<file path="src/rtl/rx_word_packer.sv">
// rx_word_packer: packs four UART bytes (first byte in [31:24]) into a 32-bit word.
// The word is tagged with an auto-incrementing byte address and offered over valid/ready.
// An END_WORD transfer stops loading. A word completed while the slot is busy is dropped
// and sets the sticky overrun flag.
// Optional inter-byte timeout: define RX_WORD_TIMEOUT_EN.
module rx_word_packer #(
    parameter int unsigned N_BITS_DATA    = 8,
    parameter int unsigned ADDR_W         = 10,
    parameter logic [31:0] END_WORD       = 32'hFFFF_FFFF,
    parameter int unsigned TIMEOUT_CYCLES = 100000
) (
    input  logic                   clock,
    input  logic                   reset,
    input  logic                   rx_done_tick,
    input  logic [N_BITS_DATA-1:0] data_i,
    input  logic                   clear_i,
    input  logic                   word_ready_i,
    output logic                   word_valid_o,
    output logic [31:0]            word_o,
    output logic [ADDR_W-1:0]      addr_o,
    output logic                   done_o,
    output logic                   overrun_o,
    output logic                   timeout_o
);

    // The packing arithmetic assumes 8-bit bytes, and the timeout needs at least two cycles.
    if (N_BITS_DATA != 8 || TIMEOUT_CYCLES < 2) begin : g_bad_param
        $error("rx_word_packer: N_BITS_DATA must be 8 and TIMEOUT_CYCLES >= 2");
    end

    typedef enum logic [1:0] {
        StIdle,
        StCollect,
        StDone
    } state_t;

    state_t            state_q;
    logic [1:0]        byte_cnt_q;
    logic [ADDR_W-1:0] addr_cnt_q;
    // Only the first three bytes need storage; the fourth arrives with the completing tick.
    logic [23:0]       shift_q;

    logic        accept;
    logic        complete;
    logic        slot_free;
    logic [31:0] full_word;

    assign accept    = rx_done_tick && (state_q != StDone);
    assign complete  = accept && (byte_cnt_q == 2'd3);
    assign slot_free = !word_valid_o || word_ready_i;
    assign full_word = {shift_q, data_i};

`ifdef RX_WORD_TIMEOUT_EN
    localparam int unsigned TO_W = $clog2(TIMEOUT_CYCLES);
    localparam logic [TO_W-1:0] TO_LAST = TO_W'(TIMEOUT_CYCLES - 1);
    logic [TO_W-1:0] to_cnt_q;
`else
    assign timeout_o = 1'b0;
`endif

    // Byte collection FSM, output slot handshake, status flags and optional timeout.
    always_ff @(posedge clock or negedge reset) begin
        if (!reset) begin
            state_q      <= StIdle;
            byte_cnt_q   <= 2'd0;
            addr_cnt_q   <= '0;
            shift_q      <= '0;
            word_valid_o <= 1'b0;
            word_o       <= '0;
            addr_o       <= '0;
            done_o       <= 1'b0;
            overrun_o    <= 1'b0;
`ifdef RX_WORD_TIMEOUT_EN
            to_cnt_q     <= '0;
            timeout_o    <= 1'b0;
`endif
        end else if (clear_i) begin
            // Restart wins over any tick or pending word in the same cycle.
            state_q      <= StIdle;
            byte_cnt_q   <= 2'd0;
            addr_cnt_q   <= '0;
            word_valid_o <= 1'b0;
            done_o       <= 1'b0;
            overrun_o    <= 1'b0;
`ifdef RX_WORD_TIMEOUT_EN
            to_cnt_q     <= '0;
            timeout_o    <= 1'b0;
`endif
        end else begin
            if (word_valid_o && word_ready_i) begin
                word_valid_o <= 1'b0;
                // In StDone the slot can only hold the end word.
                if (state_q == StDone) begin
                    done_o <= 1'b1;
                end
            end

            if (accept) begin
                shift_q <= {shift_q[15:0], data_i};
                if (complete) begin
                    byte_cnt_q <= 2'd0;
                    state_q    <= StIdle;
                    if (slot_free) begin
                        word_o       <= full_word;
                        addr_o       <= addr_cnt_q;
                        word_valid_o <= 1'b1;
                        addr_cnt_q   <= addr_cnt_q + ADDR_W'(4);
                        if (full_word == END_WORD) begin
                            state_q <= StDone;
                        end
                    end else begin
                        overrun_o <= 1'b1;
                    end
                end else begin
                    byte_cnt_q <= byte_cnt_q + 2'd1;
                    state_q    <= StCollect;
                end
            end

`ifdef RX_WORD_TIMEOUT_EN
            timeout_o <= 1'b0;
            if (accept) begin
                to_cnt_q <= '0;
            end else if (state_q == StCollect) begin
                if (to_cnt_q == TO_LAST) begin
                    // Discard the partial word; the address is unaffected.
                    to_cnt_q   <= '0;
                    byte_cnt_q <= 2'd0;
                    state_q    <= StIdle;
                    timeout_o  <= 1'b1;
                end else begin
                    to_cnt_q <= to_cnt_q + 1'b1;
                end
            end else begin
                to_cnt_q <= '0;
            end
`endif
        end
    end

endmodule

</file>
<file path="config.mk">
export PLATFORM = sky130hd
export DESIGN_NAME = rx_word_packer
export DESIGN_NICKNAME = d
export VERILOG_FILES = /design/src/rtl/rx_word_packer.sv
export SDC_FILE = /design/constraint.sdc
export NUM_CORES = 1
export LEC_CHECK = 0
export CAP_MARGIN = 10
export CORE_MARGIN = 4
export CORE_UTILIZATION = 39
export CTS_CLUSTER_DIAMETER = 150
export DETAILED_ROUTE_END_ITERATION = 10
export SLEW_MARGIN = 20
export SYNTH_ARGS = -nofsm -noshare
export SYNTH_HDL_FRONTEND = slang
export SYNTH_SLANG_ARGS = --single-unit
export TNS_END_PERCENT = 5
</file>
<file path="constraint.sdc">
create_clock -name clock -period 2.2 [get_ports clock]
set_input_delay 0.33 -clock clock [delete_from_list [all_inputs] [get_ports clock]]
set_output_delay 0.33 -clock clock [all_outputs]
set_load 0.01 [all_outputs]
</file>
==> reports/metrics.yaml, run 1 <==
outcome:
  status: "finished clean"
clock_tree:
  insertion_delay_ns: 0.35
  cts_setup_buffers: 0
  cts_hold_buf: 1
  cts_buffers: 9
  cts_tree: "built"
  clkTransAtPathRegs_ns: 0.08
  cts.sink_count: 79
  cts_max_level: 3
  max-clock-path-buffers: 2
  cts-root-buf: "clkbuf_8"
  cts_resized: 0
setup_path:
  crit_chain: "ha_1 -> nand4_4 -> nor2_8 -> buf_12 -> mux2_4"
  regToRegSetupSlack_ns: 0.50
  rr_worst_depth: 5
  criticalPathCategory: "flop to flop"
  crit_start: "byte_cnt_q[0]$_DFFE_PN0N_"
  worstReg2RegEnd: "word_o[6]$_DFFE_PN0P_"
  critPathMaxStageDelay_ns: 0.36
  cp_max_fo: 16
  crit_arrival_ns: 1.94
  cp_slowest_cell: "dfrtp_1"
  required_ns: 2.44
  timing.rr.start: "byte_cnt_q[0]$_DFFE_PN0N_"
  cp-endpoint: "word_o[6]$_DFFE_PN0P_"
  endpoint_kind: "flop"
  start_kind: "flop"
layout:
  mostFrequentLayoutCells: "79 x dfrtp_1, 60 x mux2_4, 54 x clkdlybuf4s50_1"
  drive_gt1_share_pct: 33.33
  nets: 301
  nFillCells: 764
  final_common_cell: "dfrtp_1"
  area_delta_synth_final_pct: 23.02
  final_cell_count_no_fill: 399
  antenna_cells: 0
timing:
  fin_crit_ns: 1.699
  setup_viol: 0
  final-max-slew-violation-count: 0
  rsz0062_at_grt: "false"
  hold_viol_final: 0
  fmax_ghz: 0.5885
  worst_slack_ns: 0.5008
  finalCritPeriodShare_pct: 77.23
  skew_ns: 0.01104
  finalSetupTns_ns: 0
power_and_ir_drop:
  clkPwrFrac_pct: 29.5
  p_per_area_nw_per_um2: 796.7
  ir_worst_vdd_mv: 0.3590
  p_comb_share_pct: 18.0
  sequentialPowerShare_pct: 52.6
  p_int_mw: 2.565
  p_total_mw: 3.484
  p_sw_uw: 919.2
  netSwitchingFraction_pct: 26.39
  p_leak_nw: 1.982
place:
  post-place-ws_ns: 0.1577
  placed_cells: 382
  numPortBuffers: 55
  gp_congestion: 0.7709
  dp_hpwl_mm: 4.633
worst_hold_path:
  hold_class: "input port to asynchronous set/reset pin"
die:
  std_cell_rows: 34
  core-area_um2: 8806
  die_width_um: 103.5
  die-area_um2: 10710
  start_util_pct: 40.37
  fp.dieH_um: 103.5
  io_pins: 59
yosys:
  synth_flop_cell: "dfrtp_1"
  syn_avg_cell_area_um2: 16.01
  synthArstFlopShare_pct: 100.0
  synth-seq-cells: 79
  synth_edf_count: 0
  synth_top_area_cell: "dfrtp_1"
  synth_area_um2: 3555
  synth_warnings: 0
  ys_types: 35
  synth.area.top_cells: "dfrtp_1 56%, mux2_4 25%, buf_12 3.4%"
  synth_cells: 222
  yosysSeqAreaShare_pct: 55.61
  yosysTopAreaCellShare_pct: 55.61
drt:
  vias: 1964
  dr.pass1.iters: 3
  post_drt_wl_per_cell_um: 16.43
  via_per_inst: 4.922
  drtIter0Drc: 51
  route.detailed.drc: 0
  wl_mm: 6.557
  ant_nets: 0
global_route:
  antenna_found_initial: 0
  grt.total_usage_pct: 13.21
  grt_pass1_vias: 2055
  grt_use_met1_pct: 18.44
  grt_pass1_wl_mm: 10.61
  grt-busiest-layer: "met2"
  use_met3_pct: 3.421
  overflow: 0
  grt_max_degree: 45
  met2_usage_pct: 18.87
flow_run:
  maxCapViolCount: 0
==> per-stage QoR <==
stage | hold WS (ns) | area (um2) | util [%]
2_1_floorplan | 0.03441 | 3562 | -
3_3_place_gp | 0.3209 | 4173 | 47.39
3_5_place_dp | 0.3274 | 4173 | 47.39
4_1_cts | 0.4764 | 4373 | 49.66
5_1_grt | 0.5186 | 4373 | 49.66
6_report | 0.4728 | 4373 | 49.66
==> kinds of logic (layout without fill, tap and decap cells) <==
kind of cell,Yosys count,after routing,share of synthesized area [%]
and+or+nand+nor,44,44,8.835
buffers and inverters,14,81,4.787
adders and majority gates,2,2,0.7039
muxes,65,65,26.89
xor gates and xnor gates,4,4,0.9857
other,1,3,0.1055
AOI/OAI and AO/OA,13,13,2.077
DFF,79,79,55.61
==> flip-flops by register name, indices dropped and copies added (netlist names) <==
| signal | cells |
|---|---|
| addr_cnt_q | 8 |
| addr_o | 8 |
| byte_cnt_q | 2 |
| done_o | 1 |
| overrun_o | 1 |
| shift_q | 24 |
| state_q | 2 |
| word_o | 32 |
| word_valid_o | 1 |
==> critical path: cells and delay by family (launching register included) <==
kind                     cells  cell delay, ns
adder cells (fa/ha/maj)      1            0.32
buffers and inverters        1            0.20
flip-flops                   1            0.36
multiplexers                 1            0.31
AND/OR/NAND/NOR              2            0.39
==> cells in the mapped netlist (2+ instances only) <==
library cell / n
nor2_1: 8
mux2_4: 60
nand2b_4: 2
o21ai_0: 2
nand4_1: 9
dfrtp_1: 79
buf_4: 3
ha_1: 2
nand3_1: 3
and2b_1: 2
xnor2_1: 3
inv_1: 2
buf_12: 6
a21oi_1: 7
nor4_1: 3
or3_1: 3
a31oi_1: 2
mux2_2: 4
nand2_1: 6
==> power by group through the flow <==
stage | clock network (mW) | logic, mW | registers, mW
final | 1.03 | 0.625 | 1.83
after global routing | 1.12 | 0.671 | 1.87
after CTS | 1.05 | 0.637 | 1.84
after detailed placement | 0 | 0.635 | 1.86
after global placement | 0 | 0.624 | 1.86
after floorplan | 0 | 0.337 | 1.84
==> area by class of cell <==
class | instances | area [um2] | area share, %
Sequential cell | 79 | 1977 | 45.21
Multi-Input combinational cell | 131 | 1415 | 32.36
Timing Repair Buffer | 63 | 648.1 | 14.82
Clock buffer | 11 | 151.4 | 3.462
Tap cell | 108 | 135.1 | 3.090
Clock inverter | 5 | 38.79 | 0.8870
Inverter | 2 | 7.507 | 0.1717
==> worst min path at each step <==
stage	start	endpoint	slack, ns	cells past startpoint
6_report	reset	addr_cnt_q[8]$_DFFE_PN0P_	0.47	2
2_1_floorplan	reset	addr_cnt_q[2]$_DFFE_PN0P_	0.03	0
4_1_cts	reset	word_o[16]$_DFFE_PN0P_	0.48	2
3_5_place_dp	reset	addr_cnt_q[8]$_DFFE_PN0P_	0.33	1
3_3_place_gp	reset	addr_cnt_q[8]$_DFFE_PN0P_	0.32	1
5_1_grt	reset	word_o[7]$_DFFE_PN0P_	0.52	2
==> per-layer routing <==
| metal | wire [um] | up-vias |
|---|---|---|
| met3 | 261 | 16 |
| met2 | 2827 | 44 |
| met5 | 0 | - |
| met1 | 3307 | 986 |
| li1 | - | 918 |
| met4 | 161 | 0 |
Note: power is estimated with default switching activity, not from simulation.
==> run 2: changes to the inputs <==
==> constraint.sdc (replaced) <==
create_clock -name clock -period 1.5 [get_ports clock]
set_input_delay 0.225 -clock clock [delete_from_list [all_inputs] [get_ports clock]]
set_output_delay 0.225 -clock clock [all_outputs]
set_load 0.01 [all_outputs]
==> run 2 against run 1 <==
  * The flow now finishes with violations (negative setup slack)
  * Hold slack worse by 0.098 ns
  * Sequential power increased by 46%
  * Largest power group unchanged
  * Clock power is 72% higher
  * Core utilization grew 4.0 points
  * Via count rose by 3.8%
  * Clock-buffer cell count unchanged
  * Power up 55%
  * Global-route usage grew 0.40 points
  * Wire length increased by 5.8%
==> reports/metrics.yaml, run 2 (synthesis gave the netlist of run 1 again) <==
global_route:
  antenna_found_initial: 0
  grt_max_degree: 37
  grt_pass1_wl_mm: 11.00
  grt_pass1_vias: 2125
  grt.total_usage_pct: 13.61
  overflow: 0
layout:
  final_common_cell: "dfrtp_1"
  nets: 327
  top_regs: "word_o: 32 flops, shift_q: 24 flops"
  antenna_cells: 0
  design_area_um2: 4725
  final_cell_count_no_fill: 425
  drive_gt1_share_pct: 39.12
  post-route-util_pct: 53.65
  nFillCells: 705
  area_delta_synth_final_pct: 32.91
  mostFrequentLayoutCells: "79 x dfrtp_1, 60 x mux2_4, 36 x dlymetal6s2s_1"
  top_register: "word_o"
  largest_reg_flops: 32
setup_path:
  crit_start: "byte_cnt_q[0]$_DFFE_PN0N_"
  cp_slowest_cell: "dfrtp_1"
  critPathMaxStageDelay_ns: 0.41
  cp-endpoint: "word_o[15]$_DFFE_PN0P_"
  required_ns: 1.73
  regToRegSetupSlack_ns: -0.02
  criticalPathCategory: "flop to flop"
  timing.rr.start: "byte_cnt_q[0]$_DFFE_PN0N_"
  crit_family: "flip-flops"
  crit_cells: 5
  start_kind: "flop"
  crit_arrival_ns: 1.75
  rr_worst_depth: 5
  endpoint_kind: "flop"
  cp_max_fo: 18
  crit_chain: "ha_4 -> nand4_4 -> nor2_8 -> buf_12 -> mux2_4"
  worstReg2RegEnd: "word_o[15]$_DFFE_PN0P_"
  cp.buffers_inverters: 1
place:
  place_area_um2: 4390
  placed_cells: 406
  gp_congestion: 0.7478
  numPortBuffers: 55
  dp_hpwl_mm: 4.952
drt:
  ant_nets: 0
  vias: 2039
  wl_mm: 6.936
  drtIter0Drc: 69
  dr.pass1.iters: 4
  post_drt_wl_per_cell_um: 16.32
  route.detailed.drc: 0
  via_per_inst: 4.798
outcome:
  status: "finished with violations"
  failed_checks: "negative setup slack"
die:
  io_pins: 59
  die_width_um: 103.5
  die-area_um2: 10710
  start_util_pct: 40.37
  fp.dieH_um: 103.5
  std_cell_rows: 34
  core-area_um2: 8806
timing:
  rsz0062_at_grt: "true"
  final-max-slew-violation-count: 0
  worst_slack_ns: -0.02150
  setup_viol: 37
  fin_crit_ns: 1.522
  finalCritPeriodShare_pct: 101.4
  skew_ns: 0.005651
  whs_ns: 0.3750
  hold_viol_final: 0
  fmax_ghz: 0.6572
power_and_ir_drop:
  p_per_area_nw_per_um2: 1143
  p_leak_nw: 2.786
  ir_worst_vdd_mv: 0.5310
  p_total_mw: 5.400
clock_tree:
  cts_buffers: 9
  insertion_delay_ns: 0.34
  clkTransAtPathRegs_ns: 0.08
  cts-root-buf: "clkbuf_8"
  cts_tree: "built"
  max-clock-path-buffers: 2
  cts_max_level: 3
  cts.sink_count: 79
worst_hold_path:
  hold_class: "input port to asynchronous set/reset pin"
flow_run:
  maxCapViolCount: 0
## run 2: changes by cell type in the layout (fill, tap and decap cells not counted), sizes merged
cell           before  now
dlygate4sd2         0    6
dlymetal6s2s        0   36
bufinv              0    2
buf                 8   34
inv                 4    2
clkdlybuf4s50      54   12
## run 2: per-stage QoR
stage | setup TNS, ns | setup WS (ns)
2_1_floorplan | -1.585 | -0.03961
3_3_place_gp | -22.15 | -0.3554
3_5_place_dp | -23.44 | -0.3701
4_1_cts | -0.4914 | -0.02507
5_1_grt | -3.794 | -0.09855
6_report | -0.4013 | -0.02150
## run 2: worst min path at each step
| stage | startpoint | endpoint | slack, ns | cells past startpoint |
|---|---|---|---|---|
| 2_1_floorplan | reset | addr_cnt_q[2]$_DFFE_PN0P_ | -0.07 | 0 |
| 3_3_place_gp | reset | done_o$_DFFE_PN0P_ | 0.20 | 1 |
| 3_5_place_dp | reset | done_o$_DFFE_PN0P_ | 0.20 | 1 |
| 4_1_cts | reset | done_o$_DFFE_PN0P_ | 0.38 | 2 |
| 5_1_grt | reset | done_o$_DFFE_PN0P_ | 0.40 | 2 |
| 6_report | reset | done_o$_DFFE_PN0P_ | 0.38 | 2 |
## run 2: metal layers
metal / wire, um / global-route usage (%)
met4: 82 / 4.482
met5: 0 / 0
met2: 3108 / 19.75
met1: 3519 / 20.19
met3: 225 / 3.018
## run 2: final cells by class
class,instances,area (um2),area share [%]
inverter,2,7.507,0.1589
timing repair buffer,89,950.9,20.13
tap,108,135.1,2.860
multi-input combinational,131,1431,30.30
clock inverter,5,81.33,1.721
clock buffer,11,141.4,2.993
sequential,79,1977,41.84
## run 2: where the power goes
group	switching, mW	internal [mW]	leakage (nW)
Sequential	0.250	2.42	1.04
Combinational	0.310	0.654	1.64
Clock	0.781	0.984	0.110
## run 2: worst register-to-register path: cells and delay by family (launching register included)
| kind | cells | cell delay, ns |
|---|---|---|
| and+or+nand+nor | 2 | 0.30 |
| DFF | 1 | 0.41 |
| buffers and inverters | 1 | 0.20 |
| adders and majority gates | 1 | 0.18 |
| muxes | 1 | 0.33 |
## run 2: what timing repair did
| item | in CTS | in global routing |
|---|---|---|
| buffers inserted | 1 | 1 |
| pin swaps | 0 | 2 |
| hold endpoints to repair | 32 | 0 |
| endpoints found under the setup margin | 45 | 88 |
| gates resized for setup | 6 | 37 |
| hold buffers | 1 | 0 |
